[src/rtl/n_bit_comparator.sv]
// Registered magnitude comparator: one-hot lesser/greater/equal one cycle after in_valid.
// Optional macro N_BIT_COMPARATOR_DIFF_EN adds a registered |a-b| output (diff).
module n_bit_comparator #(
  parameter int WIDTH  = 8,
  parameter int SIGNED = 0
) (
  input  logic             clk,
  input  logic             rst,
  input  logic             in_valid,
  input  logic [WIDTH-1:0] a,
  input  logic [WIDTH-1:0] b,
  output logic             out_valid,
  output logic             lesser,
  output logic             greater,
`ifdef N_BIT_COMPARATOR_DIFF_EN
  output logic [WIDTH-1:0] diff,
`endif
  output logic             equal
);

  logic [WIDTH:0] a_ext, b_ext, sub;
  logic           lt, gt, eq;

  // One extra bit makes the subtraction overflow-free in both modes.
  generate
    if (SIGNED != 0) begin : g_signed
      assign a_ext = {a[WIDTH-1], a};
      assign b_ext = {b[WIDTH-1], b};
    end else begin : g_unsigned
      assign a_ext = {1'b0, a};
      assign b_ext = {1'b0, b};
    end
  endgenerate

  assign sub = a_ext - b_ext;
  assign eq  = (sub == '0);
  assign lt  = sub[WIDTH];
  assign gt  = ~lt & ~eq;

`ifdef N_BIT_COMPARATOR_DIFF_EN
  logic [WIDTH:0] mag;

  // Largest magnitude is 2^WIDTH-1 in either mode, so the top bit is always 0.
  assign mag = lt ? (~sub + 1'b1) : sub;

  always_ff @(posedge clk) begin
    if (rst) diff <= '0;
    else if (in_valid) diff <= mag[WIDTH-1:0];
  end
`endif

  always_ff @(posedge clk) begin
    if (rst) begin
      out_valid <= 1'b0;
      lesser    <= 1'b0;
      greater   <= 1'b0;
      equal     <= 1'b0;
    end else begin
      out_valid <= in_valid;
      if (in_valid) begin
        lesser  <= lt;
        greater <= gt;
        equal   <= eq;
      end
    end
  end

endmodule

[config.mk]
export PLATFORM = sky130hd
export DESIGN_NAME = n_bit_comparator
export DESIGN_NICKNAME = d
export VERILOG_FILES = /design/src/rtl/n_bit_comparator.sv
export SDC_FILE = /design/constraint.sdc
export NUM_CORES = 1
export LEC_CHECK = 0
export CORE_AREA = 2 2 39 41
export CTS_BUF_LIST = sky130_fd_sc_hd__clkbuf_2
export DETAILED_ROUTE_END_ITERATION = 7
export DIE_AREA = 0 0 41 43
export GPL_ROUTABILITY_DRIVEN = 0
export PLACE_DENSITY = 0.83
export SLEW_MARGIN = 20
export SYNTH_ARGS = -nofsm -noshare
export SYNTH_HDL_FRONTEND = slang
export SYNTH_SLANG_ARGS = --single-unit
[constraint.sdc]
create_clock -name clk -period 5.9 [get_ports clk]
set_input_delay 1.77 -clock clk [delete_from_list [all_inputs] [get_ports clk]]
set_output_delay 1.77 -clock clk [all_outputs]
set_load 0.005 [all_outputs]
==> out/qor.log, run 1 <==
[floorplanning] initial core utilization 36.3%
[clock_tree] clock network latency to the later pin of the worst-skew pair 210 ps
[place] cell area reported after detailed placement 742 um2
[sta] sum of negative setup slack 0 ps
[cells_and_area] final std cell area, no fill 757 um2
[place] HPWL after DPL 967 um
[critical_path] startpoint kind of the worst setup timing path primary input
[route] DRC marker count from the first detailed-route iteration 1
[critical_path] Crit Path Class in -> reg
[global_route] most used routing layer met2
[clock_tree] maximum clock path buffer count 2
[sta] Final Hold Viols 0
[global_route] met1 Use GR 13.3%
[synth] Cell Area, Synth 502 um2
[cells_and_area] share of final-layout standard cells stronger than drive strength 1 6.98%
[sta] min cycle time layout 3840 ps
[global_route] overall fraction of global-route tracks in use 14.4%
[power_and_ir_drop] sw power 34.1 uW
[route] Post-Route WL 1030 um
[route] per-cell routed wire length 10.1 um
[sta] transition time at the pin with the least slew margin 242 ps
[clock_tree] number of clock buffers inserted by TritonCTS 3
[clock_tree] number of sinks driven by the clock tree 4
[route] vias per cell 5.04
[clock_tree] CTS root buffer sky130_fd_sc_hd__clkbuf_2
[cells_and_area] most common library cell in the layout ignoring fill and taps sky130_fd_sc_hd__clkdlybuf4s50_1
[route] Pre-Repair DR Iteration Count 4
[sta] FMAX 0.261 GHz
[synth] number of register bits inferred by synthesis 4
[worst_hold_path] class of the tightest hold or removal check reg -> reg
[floorplanning] die span in x 41 um
[sta] Worst slew margin 83.8%
[clock_tree] number of post-CTS setup repair buffers 0
[cells_and_area] fin nets 116
[global_route] via count of the first global-routing pass 513
[sta] post-route clock skew 0 ps
[critical_path] crit-path max FO 2
[floorplanning] die span in y 43 um
[sta] final clock period utilization by the worst path 65.1%
[cells_and_area] most frequent cells in the layout sky130_fd_sc_hd__clkdlybuf4s50_1 (22), sky130_fd_sc_hd__inv_1 (9), sky130_fd_sc_hd__ha_1 (8)
[cells_and_area] layout-stage area growth over the synthesis result 50.9%
[critical_path] Worst Path Arrival 3940 ps
[clock_tree] H-tree depth reported by CTS 1
[critical_path] CP Data Required Time 6000 ps
[global_route] wire length of the first global-routing pass 1760 um
[global_route] total congestion overflow after global routing 0
[synth] mean instance size in the synthesized netlist 8.23 um2
[floorplanning] die area 1760 um2
[route] number of DRC violations after detailed routing 0
[job] reported max-cap violation count 0
[synth] yosys warns 0
[sta] setup repair after global routing missed its margin no
[floorplanning] number of top-level pins 23
[synth] Cells after Synth 61
[power_and_ir_drop] static leakage 0.347 nW
[floorplanning] area of the core 1380 um2
[power_and_ir_drop] switching portion of total power 32.0%
[clock_tree] cells resized by post-CTS repair 0
[power_and_ir_drop] part of the power in registers 27.6%
[route] Routed Antenna Nets 0
[place] Port Buf Inserts 22
[sta] final setup violating endpoints 0
[critical_path] Critical Path Sink Type flip-flop
[power_and_ir_drop] power density over the cells 141 nW/um2
[power_and_ir_drop] Gate power share 49.1%
[clock_tree] Clk pin slew, worst setup/hold paths 40 ps
[clock_tree] hold bufs inserted after CTS 0
[clock_tree] TritonCTS clock tree built
[power_and_ir_drop] internal power 72.5 uW
[synth] number of distinct standard cells referenced by the synthesized netlist 30
[sta] pins over their slew limit 0
[floorplanning] row count 14
[synth] Seq/Total Area, Yosys 16.0%
[global_route] number of antenna violations at the first check in global routing 0
[global_route] maximum number of pins on one net before global-route repair 6
[power_and_ir_drop] clock network fraction of total power 23.3%
[global_route] met2 track demand over resource in global routing 27.2%
[outcome] outcome finished clean
[global_route] met3 Use GR 1.57%
[route] via count 514
[power_and_ir_drop] Max rail drop VDD 0.0490 mV
[cells_and_area] final antenna diode count 0
[synth] net count after synthesis 89
==> Yosys cell counts <==
cell / n / area, um2
sky130_fd_sc_hd__inv_1: 9 / 33.8
sky130_fd_sc_hd__ha_1: 8 / 100
sky130_fd_sc_hd__nor2_1: 7 / 26.3
sky130_fd_sc_hd__dfxtp_1: 4 / 80.1
sky130_fd_sc_hd__xor2_1: 3 / 26.3
sky130_fd_sc_hd__a21o_1: 2 / 15.0
sky130_fd_sc_hd__a21oi_1: 2 / 10.0
sky130_fd_sc_hd__nand2_1: 2 / 7.51
sky130_fd_sc_hd__nand2b_1: 2 / 12.5
sky130_fd_sc_hd__nor2b_1: 2 / 12.5
sky130_fd_sc_hd__a211oi_2: 1 / 12.5
sky130_fd_sc_hd__a21boi_0: 1 / 7.51
sky130_fd_sc_hd__a22o_1: 1 / 8.76
sky130_fd_sc_hd__and2b_1: 1 / 7.51
sky130_fd_sc_hd__and3b_1: 1 / 8.76
sky130_fd_sc_hd__fa_1: 1 / 20.0
sky130_fd_sc_hd__mux2i_1: 1 / 10.0
sky130_fd_sc_hd__nand3_1: 1 / 5.00
sky130_fd_sc_hd__nand3b_1: 1 / 7.51
sky130_fd_sc_hd__nor3_2: 1 / 10.0
sky130_fd_sc_hd__o2111ai_1: 1 / 8.76
sky130_fd_sc_hd__o211ai_1: 1 / 7.51
sky130_fd_sc_hd__o21ai_0: 1 / 5.00
sky130_fd_sc_hd__o21ai_1: 1 / 5.00
sky130_fd_sc_hd__o221ai_1: 1 / 8.76
sky130_fd_sc_hd__o22ai_2: 1 / 12.5
sky130_fd_sc_hd__o2bb2ai_1: 1 / 8.76
sky130_fd_sc_hd__o311ai_1: 1 / 8.76
sky130_fd_sc_hd__or2_1: 1 / 6.26
sky130_fd_sc_hd__xnor2_1: 1 / 8.76
==> worst max-delay path, stage by stage <==
cell and delay (ps):
sky130_fd_sc_hd__clkdlybuf4s50_1 450, sky130_fd_sc_hd__inv_1 40, sky130_fd_sc_hd__ha_1 210, sky130_fd_sc_hd__fa_1 390, sky130_fd_sc_hd__and2b_1 240, sky130_fd_sc_hd__o221ai_1 150, sky130_fd_sc_hd__a21o_1 200, sky130_fd_sc_hd__o311ai_1 80
sky130_fd_sc_hd__o2111ai_1 180, sky130_fd_sc_hd__a22o_1 220
==> power groups by stage <==
stage / logic (mW) / registers (mW) / clock network, mW
2_1_floorplan: 0.0318 / 0.0300 / 0
3_3_place_gp: 0.0513 / 0.0297 / 0
3_5_place_dp: 0.0532 / 0.0299 / 0
4_1_cts: 0.0534 / 0.0294 / 0.0258
5_1_grt: 0.0589 / 0.0295 / 0.0275
6_report: 0.0524 / 0.0294 / 0.0248
==> logic make-up after synthesis <==
| family | count (synthesis) | synth area share, % |
|---|---|---|
| buf+inv | 9 | 6.73 |
| compound gates | 15 | 23.7 |
| simple gates | 19 | 20.7 |
| mux | 1 | 2.00 |
| flops | 4 | 16.0 |
| xor+xnor | 4 | 6.98 |
| fa+ha+maj | 9 | 23.9 |
==> path summary, 6_finish.rpt <==
| path | from | end | slack [ps] | depth (start not counted) |
|---|---|---|---|---|
| hold reg to reg | equal | equal | 460 | 2 |
| setup reg to reg | greater | greater | 5270 | 1 |
| setup / recovery | a[0] | greater | 2060 | 10 |
| hold / removal | equal | equal | 460 | 2 |
==> metrics by stage <==
stage	total power [mW]	cells	utilization (%)	hold slack (ps)	setup slack (ps)
floorplan	0.0617	61	-	442	2450
global placement	0.0810	99	53.6	439	1900
detailed placement	0.0831	99	53.6	461	1830
CTS	0.109	102	54.7	467	2050
global route	0.116	102	54.7	480	1950
finish	0.107	102	54.7	459	2060
==> final cells by class <==
cell class,count,area [um2]
Tap cell,16,20.0
Clock buffer,3,15.0
Timing Repair Buffer,22,220
Fill cell,148,627
Sequential cell,4,80.1
Inverter,9,33.8
Multi-Input combinational cell,48,388
==> flip-flops by register name, indices dropped and copies added, names as in the netlist <==
signal and cells:
equal 1, greater 1, lesser 1, out_valid 1
==> layer usage <==
layer | share of wire (%) | up-vias
met5 | 0 | -
met4 | 2.2 | 0
met3 | 6.5 | 3
met2 | 58 | 19
met1 | 33 | 227
li1 | - | 265
Power figures use the tool's default switching activity.
==> run 2: changes to the inputs <==
- CORE_AREA: 2 2 39 41 -> default
- CORE_MARGIN: default -> 2
- CORE_UTILIZATION: default -> 38
- DIE_AREA: 0 0 41 43 -> default
- PLACE_DENSITY: 0.83 -> 0.86
- clock period: 5.9 -> 3.1 ns (I/O delays scaled with it)
==> run 2 against run 1 <==
Die area is 7.7% lower; routed wire length grew 2.7%; clock skew unchanged; sequential share of layout area is essentially flat; sequential cell count did not move; critical endpoint unchanged; largest cell class unchanged; highest routed layer is now met3.
==> out/qor.log, run 2 (synthesis results as in run 1) <==
[place] cell count after placement 98 [-1.0%]
[global_route] maximum number of pins on one net before global-route repair 6 [unchanged]
[route] Post-Route WL 1060 um [+2.7%]
[cells_and_area] layout-stage area growth over the synthesis result 50.6%
[worst_hold_path] Worst Min Path Start equal
[sta] FMAX 0.334 GHz
[place] HPWL after DPL 907 um [-6.2%]
[route] per-cell routed wire length 10.4 um [+3.7%]
[sta] Final Hold Viols 0 [unchanged]
[outcome] outcome finished clean
[critical_path] worst reg2reg setup slack 2480 ps [-2790 ps]
[cells_and_area] fill cell instance count of the final layout 119 [-20%]
[clock_tree] number of post-CTS setup repair buffers 0 [unchanged]
[critical_path] Critical Path Sink Type flip-flop
[critical_path] chain of cells forming the critical path clkdlybuf4s50_1 > inv_1 > ha_1 > fa_1 > and2b_1 > o221ai_1 > a21o_1 > o311ai_1 > o2111ai_1 > a22o_1
[floorplanning] initial core utilization 39.5% [+3.3 points]
[global_route] wire length of the first global-routing pass 1840 um [+4.3%]
[critical_path] startpoint of the worst register-to-register path greater
[floorplanning] row count 13 [-1]
[clock_tree] TritonCTS clock tree built
[global_route] total congestion overflow after global routing 0 [unchanged]
[power_and_ir_drop] clock network fraction of total power 22.9% [-0.4 points]
[cells_and_area] share of final-layout standard cells stronger than drive strength 1 6.98% [unchanged]
[critical_path] master of the slowest instance on the critical path sky130_fd_sc_hd__clkdlybuf4s50_1
[clock_tree] Clk pin slew, worst setup/hold paths 40 ps [about the same]
[clock_tree] number of sinks driven by the clock tree 4 [unchanged]
[power_and_ir_drop] part of the power in registers 27.4% [-0.2 points]
[power_and_ir_drop] switching portion of total power 32.3% [+0.31 points]
[critical_path] delay of the slowest cell on the worst path 450 ps [about the same]
[floorplanning] die span in x 40.3 um [-1.6%]
[clock_tree] clock network latency to the later pin of the worst-skew pair 200 ps [about the same]
[sta] post-route clock skew 0 ps [unchanged]
[power_and_ir_drop] sw power 65.9 uW [+93%]
[global_route] number of antenna violations at the first check in global routing 0 [unchanged]
[cells_and_area] most common library cell in the layout ignoring fill and taps sky130_fd_sc_hd__clkdlybuf4s50_1
[floorplanning] die span in y 40.3 um [-6.2%]
[global_route] overall fraction of global-route tracks in use 15.7% [+1.3 points]
[floorplanning] die area 1630 um2 [-7.7%]
[route] via count 519 [+0.97%]
[worst_hold_path] class of the tightest hold or removal check reg -> reg
[sta] final clock period utilization by the worst path 96.7%
[job] reported max-cap violation count 0 [unchanged]
[route] top metal layer carrying routed signals met3
[clock_tree] H-tree depth reported by CTS 1 [unchanged]
[power_and_ir_drop] power density over the cells 270 nW/um2 [+92%]
[critical_path] startpoint kind of the worst setup timing path primary input
[route] M1 wire length 458 um [+35%]
[worst_hold_path] cell depth of the worst hold path 2 [unchanged]
[floorplanning] area of the core 1270 um2 [-8.3%]
[power_and_ir_drop] Max rail drop VDD 0.0788 mV [+61%]
[critical_path] Worst Path Arrival 3090 ps [-850 ps]
[sta] setup repair after global routing missed its margin no
[sta] transition time at the pin with the least slew margin 240 ps [-2.94 ps]
[power_and_ir_drop] total chip power 204 uW [+91%]
[power_and_ir_drop] Gate power share 49.7% [+0.6 points]
[sta] final worst hold slack 456 ps [-3.14 ps]
[critical_path] CP Data Required Time 3190 ps [-2810 ps]
[route] Detail Route met3 WL 55 um [-18%]
[power_and_ir_drop] internal power 138 uW [+90%]
[place] Port Buf Inserts 22 [unchanged]
[sta] final setup violating endpoints 0 [unchanged]
[route] Routed Antenna Nets 0 [unchanged]
[clock_tree] cells resized by post-CTS repair 0 [unchanged]
[cells_and_area] final antenna diode count 0 [unchanged]
[clock_tree] hold bufs inserted after CTS 0 [unchanged]
[sta] pins over their slew limit 0 [unchanged]
[route] DRC marker count from the first detailed-route iteration 4 [+3]
[route] Pre-Repair DR Iteration Count 4 [unchanged]
[worst_hold_path] WHS Endpoint equal
[route] number of DRC violations after detailed routing 0 [unchanged]
[clock_tree] maximum clock path buffer count 2 [unchanged]
[clock_tree] number of clock buffers inserted by TritonCTS 3 [unchanged]
[critical_path] crit-path max FO 2 [unchanged]
[sta] min cycle time layout 3000 ps
[cells_and_area] fin nets 116 [unchanged]
[sta] Worst slew margin 83.8% [about the same]
[route] vias per cell 5.14 [+2.0%]
[critical_path] Reg2Reg Capture Point greater
[floorplanning] number of top-level pins 23 [unchanged]
[critical_path] Crit Path Class in -> reg
[cells_and_area] most frequent cells in the layout sky130_fd_sc_hd__clkdlybuf4s50_1 (22), sky130_fd_sc_hd__inv_1 (9), sky130_fd_sc_hd__ha_1 (8)
[cells_and_area] final non-filler cell total 101 [-0.98%]
[clock_tree] CTS root buffer sky130_fd_sc_hd__clkbuf_2
[global_route] via count of the first global-routing pass 503 [-1.9%]
[power_and_ir_drop] static leakage 0.347 nW [unchanged]
[route] Routed met2 length 541 um [-9.1%]
[critical_path] R2R depth 1 [unchanged]
-- run 2: worst max path at each step --
stage / startpoint / end / slack [ps] / cells past startpoint
after CTS: a[0] / greater / 90 / 10
after floorplan: a[0] / greater / 490 / 9
final: a[0] / greater / 100 / 10
after global placement: a[0] / greater / -60 / 10
after detailed placement: a[0] / greater / -110 / 10
after global routing: a[0] / greater / 10 / 10
-- run 2: cell type report --
type	instances	area, um2	share of cell area (%)
well taps	15	18.8	2.48
clock buffers	3	15.0	1.99
inverters	9	33.8	4.47
multi-input cells	48	388	51.3
repair buffers	22	220	29.1
flip-flops and latches	4	80.1	10.6
-- run 2: metal layers --
layer  GRT usage (%)  vias up
met5               0        -
met3               0        0
met2            32.1       16
met4            2.50        0
li1                -      266
met1            17.8      237
-- run 2: metrics by stage --
step	TNS, ps	util (%)	area (um2)	setup WS, ps
floorplan	0	-	502	492
CTS	0	59.6	756	93.7
global route	0	59.6	756	15.0
finish	0	59.6	756	103
global placement	-63.7	58.4	741	-63.7
detailed placement	-144	58.4	741	-108
-- run 2: power groups by stage --
stage / logic (mW) / registers, mW / clock network (mW)
after floorplan: 0.0605 / 0.0570 / 0
after global placement: 0.0973 / 0.0566 / 0
after detailed placement: 0.101 / 0.0569 / 0
after CTS: 0.102 / 0.0559 / 0.0462
after global routing: 0.113 / 0.0559 / 0.0531
final: 0.101 / 0.0558 / 0.0468
-- run 2: critical path: cells and delay by family --
kind,cells,cell delay (ps)
AO/OA/AOI/OAI,5,820
AND/OR/NAND/NOR,1,250
buffers and inverters,2,490
adder cells (fa/ha/maj),2,610
==> run 3: changes to the inputs <==
- CTS_CLUSTER_DIAMETER: default -> 100
- PLACE_DENSITY: 0.86 -> 0.78
- TNS_END_PERCENT: default -> 20
==> run 3 against run 2 <==
Non-clock buffer count unchanged; fmax decreased by 0.17%; worst setup slack got worse by 5.2 ps; sequential share of layout area unchanged; critical path depth unchanged; combinational power about the same; critical endpoint unchanged; largest cell class unchanged.
==> out/qor.log, run 3 (synthesis results as in run 1) <==
[critical_path] Crit Path Class in -> reg
[power_and_ir_drop] power density over the cells 268 nW/um2 [-0.82%]
[route] Detail Route met3 WL 66 um [+20%]
[sta] Worst slew margin 83.5% [-0.26 points]
[clock_tree] number of sinks driven by the clock tree 4 [unchanged]
[cells_and_area] layout-stage area growth over the synthesis result 50.6% [unchanged]
[clock_tree] number of post-CTS setup repair buffers 0 [unchanged]
[critical_path] Critical Path Sink Type flip-flop
[sta] setup repair after global routing missed its margin no
[sta] transition time at the pin with the least slew margin 243 ps [+3.77 ps]
[global_route] total congestion overflow after global routing 0 [unchanged]
[critical_path] CP Data Required Time 3200 ps [about the same]
[global_route] via count of the first global-routing pass 389 [-23%]
[clock_tree] clock network latency to the later pin of the worst-skew pair 200 ps [about the same]
[cells_and_area] fin nets 116 [unchanged]
[floorplanning] die area 1630 um2 [unchanged]
[critical_path] startpoint of the worst register-to-register path greater
[clock_tree] cells resized by post-CTS repair 0 [unchanged]
[critical_path] master of the slowest instance on the critical path sky130_fd_sc_hd__clkdlybuf4s50_1
[cells_and_area] most common library cell in the layout ignoring fill and taps sky130_fd_sc_hd__clkdlybuf4s50_1
[clock_tree] maximum clock path buffer count 2 [unchanged]
[sta] Final Hold Viols 0 [unchanged]
[sta] post-route clock skew 0 ps [unchanged]
[sta] setup slack after layout 98.0 ps [-5.19 ps]
[route] number of DRC violations after detailed routing 0 [unchanged]
[job] reported max-cap violation count 0 [unchanged]
[critical_path] startpoint kind of the worst setup timing path primary input
[clock_tree] CTS root buffer sky130_fd_sc_hd__clkbuf_2
[route] vias per cell 5.05 [-1.7%]
[floorplanning] number of top-level pins 23 [unchanged]
[sta] min cycle time layout 3000 ps [+5.19 ps]
[global_route] overall fraction of global-route tracks in use 13.2% [-2.5 points]
[critical_path] Worst setup startpoint a[0]
[critical_path] delay of the slowest cell on the worst path 450 ps [about the same]
[floorplanning] area of the core 1270 um2 [unchanged]
[global_route] wire length of the first global-routing pass 1450 um [-21%]
[route] Routed met2 length 471 um [-13%]
[critical_path] Worst Path Arrival 3100 ps [about the same]
[worst_hold_path] Worst Min Path Start equal
[critical_path] crit-path max FO 2 [unchanged]
[place] HPWL after DPL 843 um [-7.0%]
[sta] final setup violating endpoints 0 [unchanged]
[clock_tree] H-tree depth reported by CTS 1 [unchanged]
[place] setup slack at placement -127 ps [-19.8 ps]
[floorplanning] initial core utilization 39.5% [unchanged]
[cells_and_area] share of final-layout standard cells stronger than drive strength 1 6.98% [unchanged]
[cells_and_area] most frequent cells in the layout sky130_fd_sc_hd__clkdlybuf4s50_1 (22), sky130_fd_sc_hd__inv_1 (9), sky130_fd_sc_hd__ha_1 (8)
[power_and_ir_drop] Max rail drop VDD 0.101 mV [+28%]
[outcome] outcome finished clean
[cells_and_area] Final Core Density 59.6% [unchanged]
[power_and_ir_drop] total chip power 202 uW [-0.82%]
[sta] final worst hold slack 457 ps [+1.02 ps]
[floorplanning] row count 13 [unchanged]
[place] Port Buf Inserts 22 [unchanged]
[floorplanning] die span in x 40.3 um [unchanged]
[route] DRC marker count from the first detailed-route iteration 9 [+5]
[sta] pins over their slew limit 0 [unchanged]
[worst_hold_path] class of the tightest hold or removal check reg -> reg
[critical_path] chain of cells forming the critical path clkdlybuf4s50_1 > inv_1 > ha_1 > fa_1 > and2b_1 > o221ai_1 > a21o_1 > o311ai_1 > o2111ai_1 > a22o_1
[global_route] maximum number of pins on one net before global-route repair 6 [unchanged]
[clock_tree] TritonCTS clock tree built
[power_and_ir_drop] static leakage 0.347 nW [unchanged]
[route] Routed Antenna Nets 0 [unchanged]
[sta] FMAX 0.333 GHz [-0.17%]
[route] M1 wire length 422 um [-7.9%]
[floorplanning] die span in y 40.3 um [unchanged]
[clock_tree] hold bufs inserted after CTS 0 [unchanged]
[route] top metal layer carrying routed signals met3
[sta] final clock period utilization by the worst path 96.8% [+0.17 points]
[clock_tree] Clk pin slew, worst setup/hold paths 40 ps [about the same]
[clock_tree] number of clock buffers inserted by TritonCTS 3 [unchanged]
[cells_and_area] final antenna diode count 0 [unchanged]
[critical_path] largest delay contributor family on the critical path compound AO/OA/AOI/OAI gates
[global_route] number of antenna violations at the first check in global routing 0 [unchanged]
[critical_path] Buf/Inv on CP 2 [unchanged]
[route] via count 510 [-1.7%]
[route] Post-Route WL 960 um [-9.0%]
[route] per-cell routed wire length 9.50 um [-9.0%]
[route] Pre-Repair DR Iteration Count 4 [unchanged]
[run 3: cell counts in the layout (fill, tap and decap cells not counted)]
Identical to the previous run, type by type.
[run 3: path summary, 6_finish.rpt]
check	slack (ps)	cells after the start	to
max	100	10	greater
min	460	2	equal
min reg2reg	460	2	equal
max reg2reg	2500	1	greater
[run 3: routing by layer]
layer  global-route usage, %  vias up
met4                    2.50        0
met5                       0        -
met2                    22.2       19
met1                    15.8      224
li1                        -      267
met3                    5.00        0
[run 3: where the power goes]
part | internal [mW] | leakage [nW] | switching [mW]
clock | 0.0260 | 0.0125 | 0.0213
sequential | 0.0546 | 0.0329 | 0.00123
combinational | 0.0572 | 0.302 | 0.0421
[run 3: layout make-up]
| class | count | area [um2] |
|---|---|---|
| Fill cell | 125 | 513 |
| Multi-Input combinational cell | 48 | 388 |
| Sequential cell | 4 | 80.1 |
| Tap cell | 15 | 18.8 |
| Timing Repair Buffer | 22 | 220 |
| Clock buffer | 3 | 15.0 |
| Inverter | 9 | 33.8 |
[run 3: metrics by stage]
stage | setup TNS [ps] | instance area, um2 | instances
6_report | 0 | 756 | 101
3_5_place_dp | -171 | 741 | 98
3_3_place_gp | -97.2 | 741 | 98
5_1_grt | 0 | 756 | 101
2_1_floorplan | 0 | 502 | 61
4_1_cts | 0 | 756 | 101
